===== config.mk =====
export PLATFORM = sky130hd
export DESIGN_NAME = hier_rr_dispatcher_flat
export DESIGN_NICKNAME = d
export VERILOG_FILES = /design/src/rtl/hier_rr_dispatcher_if.sv /design/src/rtl/hier_rr_dispatcher.sv /design/src/flat_wrapper.sv
export SDC_FILE = /design/constraint.sdc
export NUM_CORES = 1
export LEC_CHECK = 0
export ABC_AREA = 1
export CAP_MARGIN = 20
export CELL_PAD_IN_SITES_DETAIL_PLACEMENT = 0
export CELL_PAD_IN_SITES_GLOBAL_PLACEMENT = 1
export CORE_ASPECT_RATIO = 0.9
export CORE_MARGIN = 2
export CORE_UTILIZATION = 36
export CTS_CLUSTER_SIZE = 10
export DETAILED_ROUTE_END_ITERATION = 12
export PLACE_DENSITY_LB_ADDON = 0.1
export SYNTH_ARGS = -nofsm -noshare
export SYNTH_HDL_FRONTEND = slang
export SYNTH_SLANG_ARGS = --single-unit

===== constraint.sdc =====
create_clock -name clk -period 14.68 [get_ports clk]
set_clock_uncertainty 0.1 [all_clocks]
set_input_delay 1.468 -clock clk [delete_from_list [all_inputs] [get_ports clk]]
set_output_delay 1.468 -clock clk [all_outputs]
set_load 0.1 [all_outputs]

===== src/rtl/hier_rr_dispatcher_if.sv =====
// Handshake bundle between an upstream token source, the dispatcher and its child fan-out.
// The master side drives tokens, child readies and credit returns; the slave side is the dispatcher.
interface hier_rr_dispatcher_if #(
  parameter int NUM_CHILD  = 15,
  parameter int DATA_W     = 32,
  parameter int FIFO_DEPTH = 4
);
  logic                          in_valid;
  logic                          in_ready;
  logic [DATA_W-1:0]             in_data;
  logic [NUM_CHILD-1:0]          out_valid;
  logic [NUM_CHILD-1:0]          out_ready;
  logic [DATA_W-1:0]             out_data;
  logic [NUM_CHILD-1:0]          credit_ret;
  logic [$clog2(FIFO_DEPTH):0]   fifo_level;
  logic                          credit_err;

  modport master (
    output in_valid, in_data, out_ready, credit_ret,
    input  in_ready, out_valid, out_data, fifo_level, credit_err
  );

  modport slave (
    input  in_valid, in_data, out_ready, credit_ret,
    output in_ready, out_valid, out_data, fifo_level, credit_err
  );
endinterface


===== src/rtl/hier_rr_dispatcher.sv =====
// Buffers upstream tokens and hands each to one child, picked round-robin among children
// that still hold credit. Offer register is a two-state FSM; credits are returned by children.
module hier_rr_dispatcher #(
  parameter int NUM_CHILD  = 15,
  parameter int DATA_W     = 32,
  parameter int FIFO_DEPTH = 4,
  parameter int CREDITS    = 2
) (
  input logic               clk,
  input logic               rst_n,
  hier_rr_dispatcher_if.slave bus
);
  localparam int PTR_W = (FIFO_DEPTH > 1) ? $clog2(FIFO_DEPTH) : 1;
  localparam int LVL_W = $clog2(FIFO_DEPTH) + 1;
  localparam int CW    = $clog2(CREDITS + 1);
  localparam int IDX_W = (NUM_CHILD > 1) ? $clog2(NUM_CHILD) : 1;
  localparam logic [CW-1:0]    CRED_MAX  = CW'(CREDITS);
  localparam logic [IDX_W-1:0] LAST_IDX  = IDX_W'(NUM_CHILD - 1);
  localparam logic [IDX_W:0]   NUM_WIDE  = (IDX_W + 1)'(NUM_CHILD);

  typedef enum logic {S_IDLE, S_OFFER} state_t;

  // ---------------- input FIFO ----------------
  logic [DATA_W-1:0] mem [FIFO_DEPTH];
  logic [PTR_W-1:0]  wr_ptr, rd_ptr;
  logic [LVL_W-1:0]  level;
  logic              fifo_full, fifo_empty, push, pop;

  assign fifo_full     = (level == LVL_W'(FIFO_DEPTH));
  assign fifo_empty    = (level == '0);
  assign push          = bus.in_valid && !fifo_full;
  assign bus.in_ready  = !fifo_full;
  assign bus.fifo_level = level;

  // NOTE: sequential state uses non-blocking assignments so every flop samples pre-edge values.
  always_ff @(posedge clk) begin
    if (!rst_n) begin
      wr_ptr <= '0;
      rd_ptr <= '0;
      level  <= '0;
    end else begin
      if (push) wr_ptr <= wr_ptr + PTR_W'(1);
      if (pop)  rd_ptr <= rd_ptr + PTR_W'(1);
      level <= level + LVL_W'(push) - LVL_W'(pop);
    end
  end

  // NOTE: storage array is not reset; pointers and level define which entries are meaningful.
  always_ff @(posedge clk) begin
    if (push) mem[wr_ptr] <= bus.in_data;
  end

  // ---------------- offer register state ----------------
  state_t               state_q, state_d;
  logic [NUM_CHILD-1:0] offer_q, offer_d;
  logic [IDX_W-1:0]     target_q, target_d;
  logic [DATA_W-1:0]    data_q, data_d;
  logic [IDX_W-1:0]     rr_q, rr_d;
  logic                 err_q;

  logic [CW-1:0]        credit_q [NUM_CHILD];
  logic [CW-1:0]        credit_d [NUM_CHILD];
  logic [NUM_CHILD-1:0] hs_vec, eligible, ret_err;
  logic                 hs, found, load;
  logic [IDX_W-1:0]     pick;

  assign bus.out_valid  = offer_q;
  assign bus.out_data   = data_q;
  assign bus.credit_err = err_q;

  // Only the offered child can complete a handshake; other readies are masked out.
  assign hs_vec = offer_q & bus.out_ready;
  assign hs     = |hs_vec;

  // NOTE: every combinational output gets a default first so no path can infer a latch.
  always_comb begin
    ret_err  = '0;
    eligible = '0;
    for (int i = 0; i < NUM_CHILD; i++) begin
      credit_d[i] = credit_q[i];
      case ({hs_vec[i], bus.credit_ret[i]})
        2'b10: credit_d[i] = credit_q[i] - CW'(1);
        2'b01: begin
          if (credit_q[i] == CRED_MAX) ret_err[i] = 1'b1;
          else                         credit_d[i] = credit_q[i] + CW'(1);
        end
        default: ;
      endcase
      eligible[i] = (credit_d[i] != '0);
    end
  end

  always_comb begin
    rr_d = rr_q;
    if (hs) rr_d = (target_q == LAST_IDX) ? '0 : target_q + IDX_W'(1);
  end

  // Scan from the post-handshake pointer, wrapping, and take the first child with credit.
  always_comb begin
    logic [IDX_W:0] sum;
    found = 1'b0;
    pick  = '0;
    sum   = '0;
    for (int k = 0; k < NUM_CHILD; k++) begin
      sum = {1'b0, rr_d} + (IDX_W + 1)'(k);
      if (sum >= NUM_WIDE) sum = sum - NUM_WIDE;
      if (!found && eligible[sum[IDX_W-1:0]]) begin
        found = 1'b1;
        pick  = sum[IDX_W-1:0];
      end
    end
  end

  assign load = !fifo_empty && found && ((state_q == S_IDLE) || hs);
  assign pop  = load;

  always_comb begin
    state_d  = state_q;
    offer_d  = offer_q;
    target_d = target_q;
    data_d   = data_q;
    case (state_q)
      S_IDLE: begin
        if (load) begin
          state_d        = S_OFFER;
          offer_d        = '0;
          offer_d[pick]  = 1'b1;
          target_d       = pick;
          data_d         = mem[rd_ptr];
        end
      end
      S_OFFER: begin
        if (load) begin
          offer_d        = '0;
          offer_d[pick]  = 1'b1;
          target_d       = pick;
          data_d         = mem[rd_ptr];
        end else if (hs) begin
          state_d = S_IDLE;
          offer_d = '0;
        end
      end
      default: begin
        state_d = S_IDLE;
        offer_d = '0;
      end
    endcase
  end

  always_ff @(posedge clk) begin
    if (!rst_n) begin
      state_q  <= S_IDLE;
      offer_q  <= '0;
      target_q <= '0;
      data_q   <= '0;
      rr_q     <= '0;
      err_q    <= 1'b0;
      for (int i = 0; i < NUM_CHILD; i++) credit_q[i] <= CRED_MAX;
    end else begin
      state_q  <= state_d;
      offer_q  <= offer_d;
      target_q <= target_d;
      data_q   <= data_d;
      rr_q     <= rr_d;
      err_q    <= err_q | (|ret_err);
      for (int i = 0; i < NUM_CHILD; i++) credit_q[i] <= credit_d[i];
    end
  end

  a_offer_onehot: assert property (@(posedge clk) disable iff (!rst_n)
    (state_q == S_OFFER) |-> $onehot(offer_q));
  a_idle_quiet: assert property (@(posedge clk) disable iff (!rst_n)
    (state_q == S_IDLE) |-> (offer_q == '0));
endmodule

===== src/flat_wrapper.sv =====
// flat-port wrapper written by rule: the top's interface ports become plain ports
module hier_rr_dispatcher_flat 
#(
  parameter int NUM_CHILD  = 15,
  parameter int DATA_W     = 32,
  parameter int FIFO_DEPTH = 4,
  parameter int CREDITS    = 2
)
  (clk, rst_n, bus_in_valid, bus_in_data, bus_out_ready, bus_credit_ret, bus_in_ready, bus_out_valid, bus_out_data, bus_fifo_level, bus_credit_err);
  hier_rr_dispatcher_if #(.NUM_CHILD(NUM_CHILD), .DATA_W(DATA_W), .FIFO_DEPTH(FIFO_DEPTH)) bus_i ();
  input logic clk;
  input logic rst_n;
  input wire logic [$bits(bus_i.in_valid)-1:0] bus_in_valid;
  input wire logic [$bits(bus_i.in_data)-1:0] bus_in_data;
  input wire logic [$bits(bus_i.out_ready)-1:0] bus_out_ready;
  input wire logic [$bits(bus_i.credit_ret)-1:0] bus_credit_ret;
  output wire logic [$bits(bus_i.in_ready)-1:0] bus_in_ready;
  output wire logic [$bits(bus_i.out_valid)-1:0] bus_out_valid;
  output wire logic [$bits(bus_i.out_data)-1:0] bus_out_data;
  output wire logic [$bits(bus_i.fifo_level)-1:0] bus_fifo_level;
  output wire logic [$bits(bus_i.credit_err)-1:0] bus_credit_err;
  assign bus_i.in_valid = bus_in_valid;
  assign bus_i.in_data = bus_in_data;
  assign bus_i.out_ready = bus_out_ready;
  assign bus_i.credit_ret = bus_credit_ret;
  assign bus_in_ready = bus_i.in_ready;
  assign bus_out_valid = bus_i.out_valid;
  assign bus_out_data = bus_i.out_data;
  assign bus_fifo_level = bus_i.fifo_level;
  assign bus_credit_err = bus_i.credit_err;
  hier_rr_dispatcher #(.NUM_CHILD(NUM_CHILD), .DATA_W(DATA_W), .FIFO_DEPTH(FIFO_DEPTH), .CREDITS(CREDITS)) u_core (.clk(clk), .rst_n(rst_n), .bus(bus_i));
endmodule

Yosys cells after proc, flatten, opt, wreduce, memory -nomap -nowiden
Memories as Yosys holds them, arrays and structs flattened. A register that Yosys moved wholly into a read port is not among the register bits.
Cells that the tools add are included.
Cells by class
  add/sub/neg operators: 64
  multipliers: 0
  div/mod/pow operators: 0
  $lt $le $gt $ge: 32
  eq/ne operators: 49
  shift operators: 0
  multiplexer cells: 167
  bitwise operators: 18
  reductions and logical operators: 55
Operators with widths (number)
  two-way mux 4 bit: 33
  less-than comparator 4 x 5 -> 1 bit (second input constant): 16
  greater-or-equal comparator 5 x 4 -> 1 bit (second input constant): 14
  two-way mux 1 bit: 68
  binary-select mux 1 bit (select 4 bit): 15
  equality test 2 bit (second input constant): 30
  two-way mux 2 bit: 30
  one-hot mux 2 bit (2 select lines): 15
  subtractor 4 bit (second input constant): 15
  two-way mux 15 bit: 3
  adder 4 x 4 -> 5 bit (second input constant): 7
  adder 2 x 1 -> 2 bit (second input constant): 17
  equality test 2 x 1 -> 1 bit (second input constant): 15
  one-hot mux 15 bit (2 select lines): 1
  nonzero test 2 bit: 15
  OR reduction 15 bit: 2
  subtractor 2 x 1 -> 2 bit (second input constant): 15
  adder 4 x 3 -> 5 bit (second input constant): 4
  logical AND 1 bit: 18
  logical NOT 1 bit: 17
  bitwise OR 1 bit: 16
  AND 15 bit: 1
  adder 4 x 2 -> 5 bit (second input constant): 2
  adder 4 x 1 -> 5 bit (second input constant): 1
  15 further kinds: 15
Storage, ports and cells
  bits in registers: 32
  bits in latches: 0
  RAM bits: 158
  bits in read-only memories: 0
  input bits: 65
  logic and storage cells: 395
  memories: 2
Memory list
  u_core.mem: depth 4, width 32, read ports 1, clocked after memory_dff 1, write ports 1, RTL line hier_rr_dispatcher.sv:24  | logic [DATA_W-1:0] mem [FIFO_DEPTH];
  u_core.credit_q: depth 15, width 2, read ports 15, clocked after memory_dff 0, write ports 15, RTL line hier_rr_dispatcher.sv:61  | logic [CW-1:0] credit_q [NUM_CHILD];

Depth between registers and ports, before layout
Gate-level depths: netlist of run 1.
  depth after elaboration: 56
  mapped depth: 44
  depth with buffers taken out: 41

Least setup slack after synthesis of run 1
Ideal clock, no wire load.
  kind: input to register
  start point: in bus_out_ready[6]
  end point: reg u_core.level[2], in the netlist u_core.bus.fifo_level[2]
  setup time: 0.070 ns
  data arrival time: 6.696 ns
  setup slack: 7.813 ns
  stages on the path: 40
  path buffers: 4
  cell sequence: nand2_1 > nand2_1 > nor2_2 > nand2_2 > nor2_8 > nand2_1 > nand2_4 > buf_2 > buf_1 > ha_1 > clkbuf_1 > nor2_1 > nand2_1 > nand2_1 > nand2_4 > nand2_4 > nand2_1 > o21ai_1 > (+4 left out) > nand3_4 > nor2_8 > nand4_4 > nor2_8 > nand4_4 > nor3_4 > nand3_2 > nand3_2 > inv_2 > clkbuf_1 > ha_1 > inv_1 > ha_1 > inv_1 > fa_1 > inv_1 > o21ai_0 > a21oi_1
Between the ends
  longest elaborated chain between the ends: 53
  elaborated cells between the ends (all ways): 143
  classes of those cells: 30 x add/sub; 15 x order compare; 2 x eq/ne; 62 x mux; 1 x bitwise; 33 x reduce/logical
Ends and longest elaborated chain
  start, declared: RTL line flat_wrapper.sv:15  | input wire logic [$bits(bus_i.out_ready)-1:0] bus_out_ready;
  AND 15 bit *: RTL line hier_rr_dispatcher.sv:72  | assign hs_vec = offer_q & bus.out_ready;
  parallel branches: the longest is 50 deep, another holds adder 4 x 1 -> 5 bit
  logical AND 1 bit *: RTL line hier_rr_dispatcher.sv:114  | assign load = !fifo_empty && found && ((state_q == S_IDLE) || hs);
  named net u_core.load: RTL line hier_rr_dispatcher.sv:64  | logic hs, found, load;
  subtractor 3 x 1 -> 3 bit *: RTL line hier_rr_dispatcher.sv:44  | level <= level + LVL_W'(push) - LVL_W'(pop);
  end signal, assigned: RTL line hier_rr_dispatcher.sv:44
  end, declared: RTL line hier_rr_dispatcher.sv:26  | logic [LVL_W-1:0] level;
Mark *: on every way through the listed nets, which the timed path passes. The select of a mux whose other input is x is not followed.
A chain may end at the register's enable or synchronous reset.

Worst setup path after layout of run 1
  start point: in bus_out_ready[7]
  end point: reg u_core.level[2], in the netlist u_core.bus.fifo_level[2]
Between the ends
  longest elaborated chain between the ends: 53
  elaborated cells between the ends (all ways): 143
  classes of those cells: 30 x add/sub; 15 x order compare; 2 x eq/ne; 62 x mux; 1 x bitwise; 33 x reduce/logical
Ends and longest elaborated chain
  AND 15 bit *: RTL line hier_rr_dispatcher.sv:72
  OR reduction 15 bit *: RTL line hier_rr_dispatcher.sv:73  | assign hs = |hs_vec;
  two-way mux 4 bit *: RTL line hier_rr_dispatcher.sv:95  | if (hs) rr_d = (target_q == LAST_IDX) ? '0 : target_q + IDX_W'(1);
  named net u_core.rr_d[1]: RTL line hier_rr_dispatcher.sv:58  | logic [IDX_W-1:0] rr_q, rr_d;
  parallel branches: the longest is 46 deep, another holds adder 4 x 1 -> 5 bit
  two-way mux 1 bit *: RTL line hier_rr_dispatcher.sv:107  | if (!found && eligible[sum[IDX_W-1:0]]) begin
  logical AND 1 bit * (2 in a row): RTL line hier_rr_dispatcher.sv:114
  subtractor 3 x 1 -> 3 bit *: RTL line hier_rr_dispatcher.sv:44
Marked as above.

==> results of run 1 <==
==> routing by layer <==
metal,GRT usage (%),vias up
li1,-,6765
met1,31.4,6407
met2,36.0,453
met3,4.26,90
met4,7.13,4
met5,0,-
==> final cells by class <==
type / instances / area (sq um) / area share, %
clock buffers: 46 / 777 / 4.55
clock inverters: 3 / 23.8 / 0.139
inverters: 225 / 850 / 4.98
multi-input cells: 1434 / 7690 / 45.1
flip-flops and latches: 222 / 5730 / 33.6
well taps: 532 / 666 / 3.90
repair buffers: 136 / 1330 / 7.80
==> worst max-delay path, delay by kind of cell <==
kind / cells / cell delay [ns]
adders and majority gates: 4 / 1.13
AOI/OAI and AO/OA: 7 / 1.60
and+or+nand+nor: 14 / 3.30
buffers and inverters: 11 / 2.15
==> worst paths after layout <==
| check | depth (start not counted) | slack, ns | start | endpoint |
|---|---|---|---|---|
| setup / recovery | 36 | 5.35 | bus_out_ready[7] | u_core.bus.fifo_level[2] |
| hold reg to reg | 2 | 0.36 | u_core.bus.out_data[7] | u_core.bus.out_data[7] |
| hold / removal | 2 | 0.36 | u_core.bus.out_data[7] | u_core.bus.out_data[7] |
| setup reg to reg | 35 | 6.34 | u_core.bus.out_valid[7] | u_core.bus.fifo_level[2] |
==> state kept, by name, indices dropped and copies added, names as in the netlist <==
name and cells:
u_core.mem 128, u_core.bus.credit_err 1, u_core.state_q 1, u_core.bus.out_data 32
u_core.bus.fifo_level 3, u_core.credit_q 30, u_core.target_q 4, u_core.rr_q 4
u_core.rd_ptr 2, u_core.bus.out_valid 15, u_core.wr_ptr 2
==> cell families after synthesis <==
logic type               after synthesis  share of synthesized area, %
flip-flops                           222                          39.5
adder cells (fa/ha/maj)               84                          7.30
XOR/XNOR                               8                         0.586
AND/OR/NAND/NOR                      904                          27.4
buffers and inverters                281                          7.61
AO/OA/AOI/OAI                        438                          17.6
==> cells in the mapped netlist (8+ instances only) <==
library cell | count | area [sq um]
a211oi_1 | 15 | 113
a21oi_1 | 121 | 606
a221oi_1 | 8 | 70.1
a22o_1 | 18 | 158
buf_2 | 13 | 65.1
clkbuf_1 | 37 | 139
dfxtp_1 | 94 | 1880
edfxtp_1 | 128 | 3840
ha_1 | 83 | 1040
inv_1 | 210 | 788
inv_2 | 8 | 30.0
nand2_1 | 487 | 1830
nand2_2 | 23 | 144
nand2_4 | 10 | 113
nand3_1 | 143 | 716
nand4_1 | 18 | 113
nor2_1 | 187 | 702
o211ai_1 | 30 | 225
o21ai_0 | 168 | 841
o21ai_1 | 14 | 70.1
o21ai_2 | 8 | 70.1
o22ai_1 | 37 | 231
==> metrics by stage <==
stage,setup WS [ns],cell area [sq um]
2_1_floorplan,7.81,14500
4_1_cts,5.61,17000
3_3_place_gp,5.19,16200
3_5_place_dp,5.05,16200
5_1_grt,4.64,17100
6_report,5.35,17100
==> results.json, run 1 <==
{
  "fin_cells": 2598,
  "maxCapViolCount": 0,
  "synth_flop_cell": "edfxtp_1",
  "synthesis.area_sq_um": 14500,
  "die_height_um": 194,
  "wire_per_inst_um": 18.8,
  "row_count": 69,
  "ys_seq_elements": 222,
  "grt_pass1_wl_um": 74600,
  "whs_ns": 0.363,
  "wirelength_um": 48800,
  "core_sq_um": 39600,
  "critPathLaunchType": "input port",
  "ys_seq_area_share_pct": 39.5,
  "route.met2.wl_um": 21600,
  "max_clock_freq_mhz": 107,
  "numCtsBuffers": 27,
  "port_buffers": 116,
  "worstPathArrival_ns": 9.70,
  "n_fill_cell": 4009,
  "clkTransAtPathRegs_ns": 0.06,
  "ys_warn_count": 0,
  "synth_edf_count": 128,
  "clock_path_buffers": 3,
  "tns_ns": 0,
  "cts_resized": 0,
  "syn_avg_cell_area_sq_um": 7.49,
  "grt_max_degree": 66,
  "vias_per_cell": 5.28,
  "fin_nets": 2195,
  "drive_above_1_share_pct": 6.68,
  "max_stage_delay_ns": 0.75,
  "tightest_slew_ns": 0.990,
  "synth_cells": 1937,
  "met1Wirelength_um": 22400,
  "antenna_found_initial": 2,
  "synth_async_sr_flop_share_pct": 0,
  "track_usage_pct": 22.8,
  "required_ns": 15.05,
  "cts_tree": "built",
  "slowest_stage": "o21ai_0",
  "ioPinCount": 117,
  "drtAntennaViolNets": 0,
  "diodes": 0,
  "status": "complete, no violations",
  "maxUsedRoutingLayer": "met5",
  "wl_met3_um": 3380,
  "dieArea_sq_um": 41900,
  "rsz0062_at_grt": "false",
  "first_global_vias": 12699,
  "initial_core_util_pct": 36.6,
  "synthToLayoutAreaGrowth_pct": 17.6,
  "drt_iter0_markers": 1242,
  "drt-pass1-iter-count": 5,
  "fin_crit_sh_pct": 63.5,
  "finalMaxSlewViolations": 0,
  "synth_nets": 2086,
  "place.gp.congestion": 0.950,
  "cts_max_level": 1,
  "dp.cells": 2547,
  "cts_root_buf": "clkbuf_16",
  "critPathKind": "in -> reg",
  "final_core_util_pct": 43.1,
  "num_vias": 13719,
  "path_max_fanout": 41,
  "final_cell_mix": "nand2_1 (487), inv_1 (210), nor2_1 (183)",
  "synth_cell_types": 54,
  "hpwl_um": 34700,
  "layout_commonest_cell": "nand2_1",
  "hold_violations": 0,
  "cts_hold_buf": 0,
  "layout_min_cycle_time_ns": 9.33,
  "drcViolationCount": 0,
  "clk-insertion-delay-late_ns": 0.54,
  "path_common_cell": "nand2_1",
  "setup_violations": 0,
  "crit_path_end_kind": "flop",
  "max-slew-margin-rel_pct": 33.8,
  "overflow": 0,
  "hold_class": "reg -> reg",
  "chipWidth_um": 216,
  "postCtsSetupBuffers": 0,
  "clkSinkCount": 222
}
Power of run 1 is not shown: default switching activity piles up to over one toggle a cycle in this logic, so the estimate is an artifact.
==> run 2: changes to the inputs <==
Clock period 14.68 ns to 9.5 ns, I/O delays scaled along.
==> run 2 against run 1 <==
Against the previous run:
- hold slack improved by 0.0011 ns
- cell count unchanged
- sequential share of layout area hardly changed
- die area did not move
- core utilization about the same
- sequential cell count unchanged
- critical path depth increased by 3
- critical path type unchanged
==> results.json, run 2 (synthesis gave the netlist of run 1 again) <==
{
  "path_common_cell": "nand2_1",
  "cts_resized": 0,
  "initial_core_util_pct": 36.6,
  "wirelength_um": 48500,
  "drtAntennaViolNets": 0,
  "chipWidth_um": 216,
  "tightest_slew_ns": 1.05,
  "fin_ws_ns": 2.40,
  "postCtsSetupBuffers": 0,
  "final_cell_mix": "nand2_1 (487), inv_1 (210), nor2_1 (183)",
  "status": "complete, no violations",
  "grt_max_degree": 67,
  "path_delay_family": "simple AND/OR/NAND/NOR gates",
  "track_usage_pct": 22.8,
  "num_vias": 13798,
  "first_global_vias": 13086,
  "finalMaxSlewViolations": 0,
  "regArea_sq_um": 5730,
  "cts_max_level": 1,
  "max-slew-margin-rel_pct": 29.1,
  "crit_path_end_kind": "flop",
  "crit_buf_inv": 10,
  "cts_root_buf": "clkbuf_16",
  "fin_nets": 2197,
  "die_height_um": 194,
  "regMostFlops": "u_core.mem",
  "diodes": 0,
  "n_fill_cell": 4044,
  "path_max_fanout": 18,
  "grt_pass1_wl_um": 75300,
  "drt-pass1-iter-count": 6,
  "clk-insertion-delay-late_ns": 0.54,
  "max_stage_delay_ns": 0.49,
  "clock_path_buffers": 3,
  "place.gp.congestion": 0.930,
  "multi_input_area_sq_um": 7690,
  "core_sq_um": 39600,
  "overflow": 0,
  "slowest_stage": "o21ai_0",
  "max_clock_freq_mhz": 141,
  "tns_ns": 0,
  "layout_min_cycle_time_ns": 7.10,
  "critPathLaunchType": "input port",
  "fin_crit_sh_pct": 74.7,
  "dp_slack_ns": 1.92,
  "wire_per_inst_um": 18.7,
  "layout_commonest_cell": "nand2_1",
  "row_count": 69,
  "setup_violations": 0,
  "required_ns": 9.88,
  "hold_violations": 0,
  "drt_iter0_markers": 1169,
  "ioPinCount": 117,
  "cts_hold_buf": 0,
  "drcViolationCount": 0,
  "hpwl_um": 34200,
  "numCtsBuffers": 27,
  "worstPathArrival_ns": 7.48,
  "largest_reg_flops": 128,
  "maxCapViolCount": 0,
  "clkTransAtPathRegs_ns": 0.06,
  "clkSinkCount": 222,
  "port_buffers": 116,
  "vias_per_cell": 5.31,
  "antenna_found_initial": 1,
  "dieArea_sq_um": 41900,
  "critPathKind": "in -> reg",
  "cts_tree": "built",
  "synthToLayoutAreaGrowth_pct": 17.7,
  "hold_class": "reg -> reg",
  "drive_above_1_share_pct": 6.73,
  "rsz0062_at_grt": "false"
}
## run 2: cell types whose count changed in the layout (fill, tap and decap cells not counted), sizes merged
| cell | change |
|---|---|
| buf | +3 |
| bufinv | +1 |
| clkinv | +2 |
| clkinvlp | -2 |
| inv | +1 |
| clkbuf | -5 |
## run 2: final timing paths
check / start / end / slack (ns) / depth (start not counted)
max: bus_out_ready[1] / u_core.bus.fifo_level[2] / 2.40 / 39
min: u_core.bus.out_data[21] / u_core.bus.out_data[21] / 0.36 / 2
max reg2reg: u_core.bus.out_valid[1] / u_core.bus.fifo_level[2] / 2.86 / 38
min reg2reg: u_core.bus.out_data[21] / u_core.bus.out_data[21] / 0.36 / 2
## run 2: final cells by class
class                   instances  area share [%]
multi-input cells            1434            45.0
flip-flops and latches        222            33.5
repair buffers                138            7.88
inverters                     225            4.98
clock buffers                  42            4.29
well taps                     532            3.90
clock inverters                 5           0.388
## run 2: stage by stage
step / area [sq um] / util (%) / instances / hold WS, ns
2_1_floorplan: 14500 / - / 1937 / 0.377
3_3_place_gp: 16200 / 41.0 / 2550 / 0.352
3_5_place_dp: 16300 / 41.1 / 2551 / 0.354
4_1_cts: 17100 / 43.1 / 2598 / 0.363
5_1_grt: 17100 / 43.1 / 2598 / 0.382
6_report: 17100 / 43.1 / 2598 / 0.364
## run 2: layer usage
metal / vias to the layer above / track usage [%] / wire [um] / share of wire (%)
met5: - / 0 / 13 / 0.027
met4: 2 / 6.85 / 1470 / 3.0
met3: 93 / 3.49 / 2950 / 6.1
met2: 441 / 37.1 / 22000 / 45
met1: 6499 / 31.2 / 22100 / 45
li1: 6763 / - / - / -
## run 2: worst reg2reg max path, delay by kind of cell, from the launching register on
kind            cells  cell delay, ns
flops               1            0.34
compound gates      4            0.80
simple gates       21            3.22
fa+ha+maj           4            1.08
buf+inv             9            1.03
Power of run 2 is left out for the same reason.
